--- config.mk ---
export PLATFORM = sky130hd
export DESIGN_NAME = pipe_if_stage
export DESIGN_NICKNAME = d
export VERILOG_FILES = /design/src/rtl/pipe_pkg.sv /design/src/rtl/pipe_ifid_reg.sv /design/src/rtl/pipe_if_stage.sv
export SDC_FILE = /design/constraint.sdc
export NUM_CORES = 1
export LEC_CHECK = 0
export ABC_CLOCK_PERIOD_IN_PS = 3800
export CAP_MARGIN = 20
export CORE_MARGIN = 2
export CORE_UTILIZATION = 40
export DETAILED_ROUTE_END_ITERATION = 7
export GPL_ROUTABILITY_DRIVEN = 0
export PLACE_DENSITY_LB_ADDON = 0.15
export SLEW_MARGIN = 20
export SYNTH_ARGS = -nofsm -noshare
export SYNTH_HDL_FRONTEND = slang
export SYNTH_SLANG_ARGS = --single-unit
--- constraint.sdc ---
create_clock -name iClk -period 3.8 [get_ports iClk]
set_clock_uncertainty 0.1 [all_clocks]
set_input_delay 1.14 -clock iClk [delete_from_list [all_inputs] [get_ports iClk]]
set_output_delay 1.14 -clock iClk [all_outputs]
set_load 0.01 [all_outputs]
--- src/rtl/pipe_pkg.sv ---
// rtl/pipe_pkg.sv - shared IF-stage defaults, state encoding and IF/ID record (IF_ALIGN_CHECK_EN adds AdEL)
package pipe_pkg;

    localparam logic [31:0] RESET_PC_DEF = 32'h004000a8;
    localparam logic [31:0] NOP_INST_DEF = 32'h00000000;

    typedef enum logic [1:0] {
        IF_REQ  = 2'd0,
        IF_DROP = 2'd1,
        IF_HOLD = 2'd2
    } if_state_t;

    typedef struct packed {
        logic [31:0] inst;
        logic [31:0] pc_add_four;
        logic        valid;
`ifdef IF_ALIGN_CHECK_EN
        logic        adel;
`endif
    } ifid_t;

    function automatic logic [31:0] pc_plus4(input logic [31:0] pc);
        return pc + 32'd4;
    endfunction

endpackage

--- src/rtl/pipe_ifid_reg.sv ---
// rtl/pipe_ifid_reg.sv - IF/ID pipeline register with flush > load > stall priority
module pipe_ifid_reg
    import pipe_pkg::*;
#(
    parameter logic [31:0] NOP_INST = NOP_INST_DEF
) (
    input  logic  clk,
    input  logic  rst_n,
    input  logic  flush,
    input  logic  stall,
    input  logic  load,
    input  ifid_t load_rec,
    output ifid_t rec
);

    // A bubble keeps pc_add_four so a flushed slot still reports its last fetch+4.
    always_ff @(posedge clk or negedge rst_n) begin
        if (!rst_n) begin
            rec      <= '0;
            rec.inst <= NOP_INST;
        end else if (flush || (!load && !stall)) begin
            rec.inst  <= NOP_INST;
            rec.valid <= 1'b0;
`ifdef IF_ALIGN_CHECK_EN
            rec.adel  <= 1'b0;
`endif
        end else if (load) begin
            rec <= load_rec;
        end
    end

endmodule

--- src/rtl/pipe_if_stage.sv ---
// rtl/pipe_if_stage.sv - instruction fetch FSM, PC and IF/ID register (IF_ALIGN_CHECK_EN adds oIFID_AdEL)
module pipe_if_stage
    import pipe_pkg::*;
#(
    parameter logic [31:0] RESET_PC = RESET_PC_DEF,
    parameter logic [31:0] NOP_INST = NOP_INST_DEF
) (
    input  logic        iClk,
    input  logic        iRst_n,
    input  logic        iStall,
    input  logic        iFlush,
    input  logic        iRedirect,
    input  logic [31:0] iRedirectPC,
    input  logic        _iPCLoad,
    input  logic [31:0] _iPCLoadData,
    output logic        oInstReq,
    output logic [31:0] oRdInstAddr,
    input  logic        iInstAck,
    input  logic [31:0] iRdInst,
    output logic [31:0] oIFID_Inst,
    output logic [31:0] oIFID_PCAddFour,
    output logic        oIFID_Valid,
`ifdef IF_ALIGN_CHECK_EN
    output logic        oIFID_AdEL,
`endif
    output logic [31:0] _oPC,
    output logic [31:0] _oPCNext
);

    if_state_t   state;
    logic [31:0] pc;
    logic [31:0] pc_next;
    logic [31:0] req_addr;
    logic [31:0] hold_buf;
    logic        redirect;
    logic [31:0] target_raw;
    logic [31:0] target;
    logic        pc_inc;
    ifid_t       cap_rec;
    ifid_t       ifid;

    assign redirect   = _iPCLoad | iRedirect;
    assign target_raw = _iPCLoad ? _iPCLoadData : iRedirectPC;

`ifdef IF_ALIGN_CHECK_EN
    logic target_mis;
    logic pc_adel;
    assign target     = {target_raw[31:2], 2'b00};
    assign target_mis = |target_raw[1:0];
`else
    assign target = target_raw;
`endif

    // PC advances by 4 exactly when a word is handed to IF/ID, so this doubles as the capture strobe.
    always_comb begin
        pc_inc = 1'b0;
        case (state)
            IF_REQ:  pc_inc = iInstAck && !redirect && !iStall;
            IF_HOLD: pc_inc = !redirect && !iStall;
            default: pc_inc = 1'b0;
        endcase
    end

    assign pc_next = redirect ? target : (pc_inc ? pc_plus4(pc) : pc);

    always_ff @(posedge iClk or negedge iRst_n) begin
        if (!iRst_n) begin
            state    <= IF_REQ;
            pc       <= RESET_PC;
            req_addr <= RESET_PC;
            hold_buf <= '0;
`ifdef IF_ALIGN_CHECK_EN
            pc_adel  <= 1'b0;
`endif
        end else begin
            pc <= pc_next;
`ifdef IF_ALIGN_CHECK_EN
            if (redirect)
                pc_adel <= target_mis;
            else if (pc_inc)
                pc_adel <= 1'b0;
`endif
            case (state)
                IF_REQ: begin
                    if (iInstAck) begin
                        if (redirect || !iStall) begin
                            req_addr <= pc_next;
                        end else begin
                            hold_buf <= iRdInst;
                            state    <= IF_HOLD;
                        end
                    end else if (redirect) begin
                        state <= IF_DROP;
                    end
                end
                // Old request is still in flight; its data is thrown away on arrival.
                IF_DROP: begin
                    if (iInstAck) begin
                        req_addr <= pc_next;
                        state    <= IF_REQ;
                    end
                end
                IF_HOLD: begin
                    if (redirect || !iStall) begin
                        req_addr <= pc_next;
                        state    <= IF_REQ;
                    end
                end
                default: state <= IF_REQ;
            endcase
        end
    end

    always_comb begin
        cap_rec             = '0;
        cap_rec.inst        = (state == IF_HOLD) ? hold_buf : iRdInst;
        cap_rec.pc_add_four = pc_plus4(pc);
        cap_rec.valid       = 1'b1;
`ifdef IF_ALIGN_CHECK_EN
        cap_rec.adel        = pc_adel;
`endif
    end

    pipe_ifid_reg #(
        .NOP_INST (NOP_INST)
    ) u_ifid (
        .clk      (iClk),
        .rst_n    (iRst_n),
        .flush    (iFlush),
        .stall    (iStall),
        .load     (pc_inc),
        .load_rec (cap_rec),
        .rec      (ifid)
    );

    assign oInstReq        = (state != IF_HOLD);
    assign oRdInstAddr     = req_addr;
    assign oIFID_Inst      = ifid.inst;
    assign oIFID_PCAddFour = ifid.pc_add_four;
    assign oIFID_Valid     = ifid.valid;
`ifdef IF_ALIGN_CHECK_EN
    assign oIFID_AdEL      = ifid.adel;
`endif
    assign _oPC            = pc;
    assign _oPCNext        = pc_next;

endmodule

# Word-level counts from Yosys, hierarchy flattened
# Cells that the tools add are included.
[totals] regBits=163 in_bits=103 word_cells=53
[classes] n_addsub=1 eq_ne=8 mux=18 bitwise=3 n_reduce_logical=16
[op_table] op="$mux W32" count=8
[op_table] op="$pmux W32 S3" count=1
[op_table] op="$mux W65" count=1
[op_table] op="$add A32 B3 Y32 const B" count=1
[op_table] op="$mux W2" count=5
[op_table] op="$ne A2 B2 Y1 const B" count=4
[op_table] op="$ne A3 B3 Y1 const B" count=2
[op_table] op="$pmux W2 S3" count=1
[op_table] op="$reduce_and A3 Y1" count=2
[op_table] op="$logic_and A1 B1 Y1" count=4
[op_table] op="$reduce_and A4 Y1" count=1
[op_table] op="$logic_not A1 Y1" count=3
[op_table] op="$reduce_bool A3 Y1" count=1
[op_table] op="$eq A2 B1 Y1 const B" count=1
[op_table] op="$eq A2 B2 Y1 const B" count=1
[op_table] op="$logic_not A2 Y1" count=1
[op_table] op="$logic_or A1 B1 Y1" count=2
[op_table] op="$not A1 Y1" count=2
[op_table] op="$pmux W1 S2" count=1
[op_table] op="$reduce_and A2 Y1" count=1
[op_table] op="$reduce_bool A2 Y1" count=1
[op_table] op="$mux W1" count=1
[op_table] op="$or A1 B1 Y1" count=1

# Logic depth before layout (Yosys ltp)
# Gate-level depths: netlist of the first run.
[logic_depth] word_depth=10 depth_mapped=8 ltp_nobuf=6

# By module
# From an unflattened synthesis of the first run, not the netlist that was laid out.
[hier_totals] cells_unflattened=687 hier_area_um2=8042.7
[by_module_without_submodules] mod="pipe_if_stage" instances=1 cells_per_inst=539 area_each_um2=5474.0 seq_area_each_um2=2462.4
[by_module_without_submodules] mod="pipe_ifid_reg" instances=1 cells_per_inst=148 area_each_um2=2568.7 seq_area_each_um2=1626.6

# Worst setup path before layout of the first run
# OpenSTA, ideal clock, no wires.
[synth_timing] path_type="input-to-output" start="input port iRedirect" end="output port _oPCNext[26]" t_arrival_ns=2.613 slack_ns=-0.053 cell_stages=6 path_buffers=1 cell_sequence="clkbuf_1 or2_2 nor3_1 nand4_1 o21a_1 nor3_1"
[synth_via] elab_chain_len=7
[synth_rtl] item="start: declaration" line_no="pipe_if_stage.sv:12" source="input logic iRedirect,"
[synth_rtl] item="$or A1 B1 Y1 *" line_no="pipe_if_stage.sv:42" source="assign redirect = _iPCLoad | iRedirect;"
[synth_rtl] item="$logic_not A1 Y1" line_no="pipe_if_stage.sv:58, pipe_if_stage.sv:59"
[synth_rtl] item="$logic_and A1 B1 Y1 (2 in series)" line_no="pipe_if_stage.sv:58" source="IF_REQ: pc_inc = iInstAck && !redirect && !iStall;"
[synth_rtl] item="$pmux W1 S2" line_no="pipe_if_stage.sv:57" source="case (state)"
[synth_rtl] item="$mux W32" line_no="pipe_if_stage.sv:64" source="assign pc_next = redirect ? target : (pc_inc ? pc_plus4(pc) : pc);"
[synth_rtl] item="$mux W32 *" line_no="pipe_if_stage.sv:64"
[synth_rtl] item="end: declaration" line_no="pipe_if_stage.sv:27" source="output logic [31:0] _oPCNext"
# Mark *: on every way between the ends. The rest lies on a longest branch, timed or not.

# Final worst setup path of the first run
[layout_timing] start="input port iStall" end="register pc[7] (netlist: _oPC[7])"
[layout_via] elab_chain_len=5
[layout_rtl] item="start: declaration" line_no="pipe_if_stage.sv:10" source="input logic iStall,"
[layout_rtl] item="$logic_not A1 Y1 *" line_no="pipe_if_stage.sv:58, pipe_if_stage.sv:59"
[layout_rtl] item="$logic_and A1 B1 Y1 (on tied branches)" line_no="pipe_if_stage.sv:59, pipe_if_stage.sv:58"
[layout_rtl] item="$pmux W1 S2 *" line_no="pipe_if_stage.sv:57"
[layout_rtl] item="$mux W32 * (2 in series)" line_no="pipe_if_stage.sv:64"
[layout_rtl] item="end signal: assignment" line_no="pipe_if_stage.sv:76" source="pc <= pc_next;"
[layout_rtl] item="end: declaration" line_no="pipe_if_stage.sv:31" source="logic [31:0] pc;"
# Marks and branches as above.
# A chain may end at the register's enable or synchronous reset.

==> results of run 1 <==
==> power by group through the flow <==
stage               clock network [mW]  registers, mW  logic, mW
floorplan                            0           2.26      0.421
global placement                     0           2.18       1.32
detailed placement                   0           2.20       1.33
CTS                               1.71           2.17       1.39
global route                      1.79           2.20       1.54
finish                            1.67           2.17       1.44
==> routing by layer <==
layer | up-vias | global-route usage, % | routed length, µm
li1 | 3416 | - | -
met1 | 3543 | 33.6 | 11300
met2 | 262 | 43.2 | 13000
met3 | 41 | 6.57 | 1810
met4 | 0 | 9.02 | 616
met5 | - | 0 | 0
==> worst reg2reg max path, stage by stage, from the launching register on <==
cell	delay, ps
dfstp_2	530
ha_1	170
nand3_2	170
buf_4	240
nor3_4	250
a21oi_4	90
a31oi_4	180
nand2_2	100
buf_6	140
buf_4	120
buf_4	130
buf_4	120
buf_4	120
buf_4	120
buf_4	120
buf_4	120
buf_4	120
buf_4	120
buf_4	120
buf_4	120
buf_4	120
buf_4	120
buf_4	120
==> placed cells by master (no fill, tap or decap), drive strengths merged, types with 4 or more instances in the layout <==
cell and n:
nor2 30, a21oi 15, inv 18, a31oi 4, mux2i 36, o22ai 11, mux2 43, nor3 11
a211oi 4, buf 206, nor4 9, a221oi 8, clkbuf 21, clkdlybuf4s50 229, nand4 17, nor2b 4
o221ai 5, a22oi 9, nand3 24, xnor2 13, dfstp 8, nand2 113, dfrtp 155, xor2 33
and3 4, nand2b 4, o21ai 79
==> kinds of logic (layout without fill, tap and decap cells) <==
| kind of cell | after synthesis | after routing | share of synthesized area (%) |
|---|---|---|---|
| multiplexers | 79 | 79 | 11.0 |
| flip-flops | 163 | 163 | 53.0 |
| buffers and inverters | 59 | 482 | 3.33 |
| XOR/XNOR | 46 | 46 | 5.23 |
| adder cells (fa/ha/maj) | 1 | 1 | 0.162 |
| AND/OR/NAND/NOR | 229 | 229 | 14.8 |
| AO/OA/AOI/OAI | 153 | 153 | 12.4 |
==> worst paths after layout <==
kind                                 from             end  slack (ps)  cells after the start
hold reg to reg            u_ifid.rec[43]  u_ifid.rec[43]         380                      2
setup reg to reg                  _oPC[3]        _oPC[12]          40                     22
max in group asynchronous          iRst_n         _oPC[3]        2240                      2
min in group asynchronous          iRst_n        _oPC[30]         580                      1
setup / recovery                   iStall         _oPC[7]        -190                     22
hold / removal             u_ifid.rec[43]  u_ifid.rec[43]         380                      2
==> sequential cells by signal (all words and copies together) (netlist names) <==
| signal | flops |
|---|---|
| hold_buf | 32 |
| _oPC | 32 |
| u_ifid.rec | 65 |
| oRdInstAddr | 32 |
| state | 2 |
==> final cells by class <==
| type | count | share of cell area [%] |
|---|---|---|
| Inverter | 9 | 0.265 |
| Sequential cell | 163 | 32.1 |
| Tap cell | 260 | 2.56 |
| Clock inverter | 14 | 1.10 |
| Timing Repair Buffer | 441 | 31.4 |
| Clock buffer | 18 | 3.37 |
| Multi-Input combinational cell | 508 | 29.2 |
==> timing repair <==
| action | CTS | global route |
|---|---|---|
| gates cloned | 0 | 0 |
| pin swaps | 31 | 26 |
| setup endpoints to repair | 32 | 32 |
| setup buffers | 48 | 18 |
| gates resized for setup | 170 | 61 |
==> summary.md, run 1 <==
| Metric | Value |
|---|---|
| Multi-input combinational cell area | `3720 µm²` |
| Final setup vio count | `17` |
| Ys Warns | `0` |
| IO Port Bufs | `264` |
| Crit path max-delay family | `buffers and inverters` |
| Logic pwr share | `27.3%` |
| Layout Nets | `1244` |
| Syn Nets | `834` |
| Area share of the largest cell type after synthesis | `50.3%` |
| Drt first pass iters | `5` |
| Largest net degree at the start of global routing | `67` |
| P_int | `3.68 mW` |
| Post-synth top cells | `155 x dfrtp_1, 113 x nand2_1, 78 x o21ai_0` |
| Setup_tns | `-979 ps` |
| Final instance area | `12700 µm²` |
| Core outline area | `18800 µm²` |
| # IOs | `265` |
| Die X | `143 µm` |
| First-pass GRT wire length | `40900 µm` |
| Post-Synthesis Cells | `730` |
| Final WS setup | `-187 ps` |
| Largest stage delay on the critical path | `410 ps` |
| Max_cap viols | `0` |
| WL per Instance | `18.9 µm` |
| Crit path kind | `in -> reg` |
| Final slew viol count | `0` |
| Sw Share | `30.3%` |
| Reg clk slew, reported paths | `70 ps` |
| Area growth syn-to-layout | `65.0%` |
| Vias in the first global route | `7444` |
| Post-Syn Area | `7710 µm²` |
| Clk root buf | `clkbuf_16` |
| Unique masters post-synth | `57` |
| Final cell count without fillers | `1413` |
| Crit-path max FO | `4` |
| Outcome | `finished, violations left` |
| Most frequent cell on the critical path | `buf_4` |
| Total die area | `20400 µm²` |
| Synth area leaders | `dfrtp_1 50%, mux2_2 6.3%, nand2_1 5.5%` |
| PwrDens | `415 nW/µm²` |
| Min-delay worst type | `reg -> reg` |
| Die Ht | `143 µm` |
| CTS sink count | `163` |
| CTS max path bufs | `2` |
| Primary FF master, synth | `dfrtp_1` |
| Dominant cell type by area after synthesis | `dfrtp_1` |
| Buffers & Inverters on Critical Path | `18` |
| # placed instances | `1317` |
| FILL cells | `1492` |
| Initial Util | `40.9%` |
| Net Sw Power | `1.60 mW` |
| Maximum operating frequency | `251 MHz` |
| Yosys reg bits | `163` |
| Avg Cell Area, Syn | `10.6 µm²` |
| Routed vias/inst | `5.14` |
| Final period util | `105%` |
| DRC | `0` |
| Failing checks | `negative setup slack` |
| Antenna diode count | `0` |
| Hold buffers post-CTS | `0` |
| Post-synth EDFFs | `0` |
| Clock insertion delay at the later pin of the skew report | `430 ps` |
| Hold Vio Cnt, Final | `0` |
| Peak supply drop | `318 µV` |
| Total power | `5.28 mW` |
| Final core utilization | `67.6%` |
| Reg area | `4090 µm²` |
| Gr usage total | `26.2%` |
| Seq/Total Area, Yosys | `53.0%` |
| Detailed placement HPWL | `18600 µm` |
| Placed cell area | `11400 µm²` |
| # H-tree levels | `4` |
| DRT iter0 DRCs | `404` |
| Post-synth ARST share | `100%` |
| Clock share of power | `31.7%` |
| Std cell rows | `50` |
| CP Cell Sequence | `buf_6 > buf_4 > nor2_4 > nand4_1 > xnor2_1 > a222oi_1 > inv_1 > buf_6 > buf_4 > buf_4 > buf_4 > buf_4 > buf_4 > buf_4 > buf_4 > buf_4 > buf_4 > buf_4 > buf_4 > buf_4 > buf_4 > buf_4` |
| WHS | `377 ps` |
| CTS Buf Count | `17` |
| Grt total ovfl | `0` |
| Data arrival, critical path | `4260 ps` |
| Detailed Route WL | `26700 µm` |
| Most numerous cell in the Yosys netlist | `dfrtp_1` |
| CP Launch Type | `input pin` |
| Worst setup EP type | `flip-flop` |
| Total number of vias | `7262` |
| Worst slew margin | `49.8%` |
| CP required | `4070 ps` |
| Unrepaired setup endpoints after global routing | `yes` |
| Initial antenna violation count | `0` |
| CTS tree | `yes` |
| CP max stage cell | `a222oi_1` |
| Lkg Pwr | `5.42 nW` |
| Seq pwr share | `41.0%` |
| Least-Margin Pin Slew | `751 ps` |
| Post-route ant nets | `0` |
| Period minus WS final | `3990 ps` |
| Setup WS pre-CTS | `-960 ps` |
| Layout cell share with drive strength beyond 1 | `31.1%` |
(Power assumes the default switching activity.)
==> inputs of run 2 (changes only) <==
==> constraint.sdc (replaced) <==
create_clock -name iClk -period 3.8 [get_ports iClk]
set_clock_uncertainty 0.1 [all_clocks]
set_input_delay 0.57 -clock iClk [delete_from_list [all_inputs] [get_ports iClk]]
set_output_delay 0.57 -clock iClk [all_outputs]
set_load 0.01 [all_outputs]
==> run 2 against run 1 <==
The flow now finishes without violations. Critical endpoint is now _oPCNext[26]. First-iteration DRC count fell by 25%. Critical path depth fell by 15. Sequential power barely moved. Non-clock buffer count fell by 129. Worst hold slack got worse by 290 ps. Global-route usage fell by 2.0 points. Flip-flop and latch count did not move. Via count fell by 8.1%.
==> summary.md, run 2 (same netlist as run 1, synthesis figures left out) <==
| Metric | Value |
|---|---|
| Outcome | `finished clean` |
| Clk root buf | `clkbuf_16` |
| Leading cell type in the layout, fill and taps excluded | `clkdlybuf4s50_1` |
| Area growth syn-to-layout | `48.7%` |
| Largest net degree at the start of global routing | `85` |
| Placed cell area | `10800 µm²` |
| CP Cell Sequence | `clkdlybuf4s50_1 > or2_2 > nor3_2 > nand4_1 > o21a_1 > nor3_1 > clkdlybuf4s50_1` |
| CP max stage cell | `clkdlybuf4s50_1` |
| Least-Margin Pin Slew | `876 ps` |
| Commonest cells after routing, fill and taps aside | `263 x clkdlybuf4s50_1, 154 x dfrtp_1, 113 x nand2_1` |
| PwrDens | `449 nW/µm²` |
| WP depth | `7` |
| Worst setup EP type | `output port` |
| # placed instances | `1249` |
| Grt total ovfl | `0` |
| Final slew viol count | `0` |
| CP Launch Type | `input pin` |
| Initial Util | `40.9%` |
| CTS Buf Count | `17` |
| Min-delay worst type | `in -> async` |
| FILL cells | `1618` |
| Most frequent cell on the critical path | `clkdlybuf4s50_1` |
| Core outline area | `18800 µm²` |
| Drt first pass iters | `8` |
| Std cell rows | `50` |
| DRC | `0` |
| Layout Nets | `1115` |
| Total die area | `20400 µm²` |
| Largest stage delay on the critical path | `600 ps` |
| Period minus WS final | `3680 ps` |
| Final cell count without fillers | `1285` |
| Die Ht | `143 µm` |
| Final setup vio count | `0` |
| Setup WS pre-CTS | `-38.2 ps` |
| CP required | `3130 ps` |
| Register with the most flip-flops | `u_ifid.rec` |
| Die X | `143 µm` |
| Detailed placement HPWL | `17800 µm` |
| First-pass GRT wire length | `37200 µm` |
| Buffers & Inverters on Critical Path | `2` |
| Vias in the first global route | `6537` |
| Crit path max-delay family | `simple AND/OR/NAND/NOR gates` |
| Layout cell share with drive strength beyond 1 | `15.4%` |
| Peak supply drop | `323 µV` |
| Max reg flops | `65` |
| Lkg Pwr | `4.67 nW` |
| IO Port Bufs | `264` |
| # IOs | `265` |
| Maximum operating frequency | `272 MHz` |
| Hold Vio Cnt, Final | `0` |
| Final period util | `96.9%` |
| WL per Instance | `18.8 µm` |
| Routed vias/inst | `5.19` |
| Reg area | `4090 µm²` |
| Max_cap viols | `0` |
| Data arrival, critical path | `3010 ps` |
| Reg clk slew, reported paths | `70 ps` |
| DRT iter0 DRCs | `302` |
| Gr usage total | `24.1%` |
| Final core utilization | `60.9%` |
| Crit-path max FO | `3` |
| Worst slew margin | `41.4%` |
| Detailed Route WL | `24100 µm` |
| Final WS setup | `118 ps` |
| Final instance area | `11500 µm²` |
| Clock insertion delay at the later pin of the skew report | `440 ps` |
| Post-route ant nets | `0` |
| CTS max path bufs | `2` |
| # H-tree levels | `4` |
| Total number of vias | `6672` |
| Register-to-Register Path Depth | `7` |
| Multi-input combinational cell area | `3420 µm²` |
| Crit path kind | `in -> out` |
| Total power | `5.15 mW` |
| CTS tree | `yes` |
| Initial antenna violation count | `2` |
| CTS sink count | `163` |
| Unrepaired setup endpoints after global routing | `yes` |
| Hold buffers post-CTS | `0` |
## run 2: cell count changes in the layout (fill, tap and decap cells not counted), sizes merged
cell           previous run  this run
inv                      18        21
clkinv                    3         1
clkbuf                   21        17
buf                     206        49
clkinvlp                  2         1
bufinv                    0         1
clkdlybuf4s15             1         0
clkdlybuf4s50           229       263
diode                     0         1
dlygate4sd2               2         0
## run 2: path summary, 6_finish.rpt
kind                                 from        endpoint  slack [ps]
setup reg to reg                 state[1]  oRdInstAddr[2]        1340
hold reg to reg            oRdInstAddr[0]  oRdInstAddr[0]         370
setup / recovery                 _iPCLoad    _oPCNext[26]         120
hold / removal                     iRst_n        _oPC[23]          90
max in group asynchronous          iRst_n         _oPC[5]        2580
min in group iClk          oRdInstAddr[0]  oRdInstAddr[0]         370
## run 2: cell type report
class / count / share of cell area (%)
Sequential cell: 163 / 35.7
Multi-Input combinational cell: 508 / 29.9
Timing Repair Buffer: 312 / 26.2
Clock buffer: 17 / 3.71
Tap cell: 260 / 2.84
Clock inverter: 15 / 1.40
Inverter: 9 / 0.295
Antenna cell: 1 / 0.0218
## run 2: per-layer routing
layer / vias to the layer above / share of wire [%] / GRT usage, %
li1: 3165 / - / -
met1: 3240 / 44 / 32.1
met2: 234 / 47 / 38.0
met3: 31 / 7.2 / 7.08
met4: 2 / 2.0 / 8.08
met5: - / 0.046 / 0
## run 2: timing repair
action | 4_1_cts | 5_1_grt
endpoints found under the setup margin | 3 | 15
buffers inserted | 2 | 1
gates cloned | 0 | 0
pin swaps | 1 | 3
gates resized for setup | 3 | 5
## run 2: power breakdown
group	switching, mW	leakage (nW)	internal [mW]
registers	0.188	2.02	2.01
clock network	0.802	0.290	0.938
logic	0.533	2.35	0.681
total	1.52	4.67	3.63
## run 2: worst reg2reg max path: stages, from the launching register on
cell and delay (ps):
dfrtp_1 450, nor2_1 610, buf_4 270, nor3_1 60, o31ai_1 290, o21ai_0 160
buf_4 160, mux2_2 260
## run 2: stage by stage
step	setup TNS [ps]	hold slack [ps]
3_5_place_dp	-38.2	362
3_3_place_gp	-8.53	359
2_1_floorplan	0	174
5_1_grt	-16.2	163
4_1_cts	0	127
6_report	0	87.9
==> inputs of run 3 (changes only) <==
GPL_TIMING_DRIVEN = 0   (was default)
==> run 3 against run 2 <==
The run now ends with negative hold slack left. Cell area is 0.62% higher. Power up 2.5%. Worst hold slack got worse by 92 ps. Die area unchanged. Largest power group unchanged.
==> summary.md, run 3 (same netlist as run 1, synthesis figures left out) <==
| Metric | Value |
|---|---|
| Grt total ovfl | `0` |
| Initial Util | `40.9%` |
| Crit-path max FO | `9` |
| Final setup vio count | `0` |
| IO Port Bufs | `263` |
| CTS Buf Count | `17` |
| R2R Path Start | `state[1]` |
| # placed instances | `1254` |
| Final slew viol count | `0` |
| WHS | `-3.74 ps` |
| Total number of vias | `6759` |
| Hold Vio Cnt, Final | `5` |
| Vias in the first global route | `6938` |
| Layout Nets | `1129` |
| Detailed Route WL | `25900 µm` |
| Area growth syn-to-layout | `49.6%` |
| Crit path kind | `in -> out` |
| # H-tree levels | `4` |
| CP required | `3130 ps` |
| CTS sink count | `163` |
| Clk root buf | `clkbuf_16` |
| Failing checks | `negative hold slack` |
| Leading cell type in the layout, fill and taps excluded | `clkdlybuf4s50_1` |
| Die X | `143 µm` |
| Lkg Pwr | `4.75 nW` |
| Die Ht | `143 µm` |
| Reg clk slew, reported paths | `70 ps` |
| Std cell rows | `50` |
| Max_cap viols | `0` |
| Final core utilization | `61.3%` |
| Outcome | `finished, violations left` |
| First-pass GRT wire length | `39700 µm` |
| DRC | `0` |
| Post-route ant nets | `0` |
| Initial antenna violation count | `1` |
| Max reg flops | `65` |
| Setup crit start | `iStall` |
| Register-to-Register Path Depth | `5` |
| CP Launch Type | `input pin` |
| Worst slew margin | `32.6%` |
| Period minus WS final | `3690 ps` |
| Commonest cells after routing, fill and taps aside | `251 x clkdlybuf4s50_1, 155 x dfrtp_1, 113 x nand2_1` |
| RR Endpoint | `oRdInstAddr[19]` |
| Register with the most flip-flops | `u_ifid.rec` |
| FF-to-FF setup slack | `1150 ps` |
| Gr usage total | `25.9%` |
| Final period util | `97.1%` |
| # IOs | `265` |
| CTS max path bufs | `2` |
| Peak supply drop | `292 µV` |
| Core outline area | `18800 µm²` |
| CTS tree | `yes` |
| Total die area | `20400 µm²` |
| Maximum operating frequency | `271 MHz` |
| Routed vias/inst | `5.20` |
| Least-Margin Pin Slew | `1010 ps` |
| Layout cell share with drive strength beyond 1 | `14.0%` |
| Min-delay worst type | `in -> async` |
| Clock insertion delay at the later pin of the skew report | `430 ps` |
| Detailed placement HPWL | `18800 µm` |
| Worst Setup EP | `_oPCNext[29]` |
| Data arrival, critical path | `3020 ps` |
| Final cell count without fillers | `1299` |
| WL per Instance | `19.9 µm` |
| Worst setup EP type | `output port` |
| PwrDens | `457 nW/µm²` |
| Setup_tns | `0 ps` |
| Drt first pass iters | `6` |
| Largest net degree at the start of global routing | `98` |
| DRT iter0 DRCs | `311` |
[run 3: what timing repair did]
| item | 4_1_cts | 5_1_grt |
|---|---|---|
| setup buffers | 10 | 2 |
| endpoints found under the hold margin | 0 | 0 |
| hold buffers | 0 | 0 |
| resized for setup | 18 | 17 |
| pin swaps | 5 | 4 |
| endpoints found under the setup margin | 24 | 17 |
[run 3: power by group]
group	switching [mW]	total (mW)	internal [mW]
Combinational	0.562	1.23	0.671
Sequential	0.177	2.18	2.01
Clock	0.785	1.86	1.08
Total	1.52	5.28	3.75
[run 3: per-layer routing]
layer  share of wire, %  global-route usage (%)  up-vias
li1                   -                       -     3189
met1                 43                    34.2     3300
met2                 48                    42.6      245
met3                7.1                    6.67       25
met4                1.5                    6.88        0
met5                  0                       0        -
[run 3: area by class of cell]
| type | count | area (µm²) |
|---|---|---|
| plain buffers | 50 | 231 |
| fillers | 1588 | 7290 |
| diodes | 1 | 2.50 |
| well taps | 260 | 325 |
| multi-input cells | 508 | 3430 |
| repair buffers | 276 | 2790 |
| flip-flops and latches | 163 | 4090 |
| clock inverters | 14 | 190 |
| inverters | 9 | 33.8 |
| clock buffers | 18 | 439 |
[run 3: worst min path at each step]
| stage | endpoint | cells past startpoint | from | slack, ps |
|---|---|---|---|---|
| global route | _oPC[23] | 1 | iRst_n | 20 |
| floorplan | _oPC[0] | 0 | iRst_n | 170 |
| global placement | oRdInstAddr[1] | 2 | oRdInstAddr[1] | 360 |
| CTS | u_ifid.rec[21] | 1 | iRst_n | 7 |
| detailed placement | u_ifid.rec[0] | 2 | u_ifid.rec[0] | 360 |
| finish | oRdInstAddr[23] | 1 | iRst_n | -4 |
[run 3: critical path, cell delays in order]
cell             delay, ps
clkdlybuf4s50_1        480
or2_1                  250
buf_6                  160
nor2_2                 320
nand4_1                160
xor2_1                 190
a21oi_1                220
clkdlybuf4s50_1        650
[run 3: metrics by stage]
stage	setup slack, ps	power, mW	hold WS [ps]	area [µm²]
2_1_floorplan	1090	2.68	174	7710
3_3_place_gp	-4870	3.41	359	10700
3_5_place_dp	-418	3.44	362	10700
4_1_cts	16.0	5.31	6.63	11500
5_1_grt	-1.46	5.50	24.3	11500
6_report	110	5.28	-3.74	11500
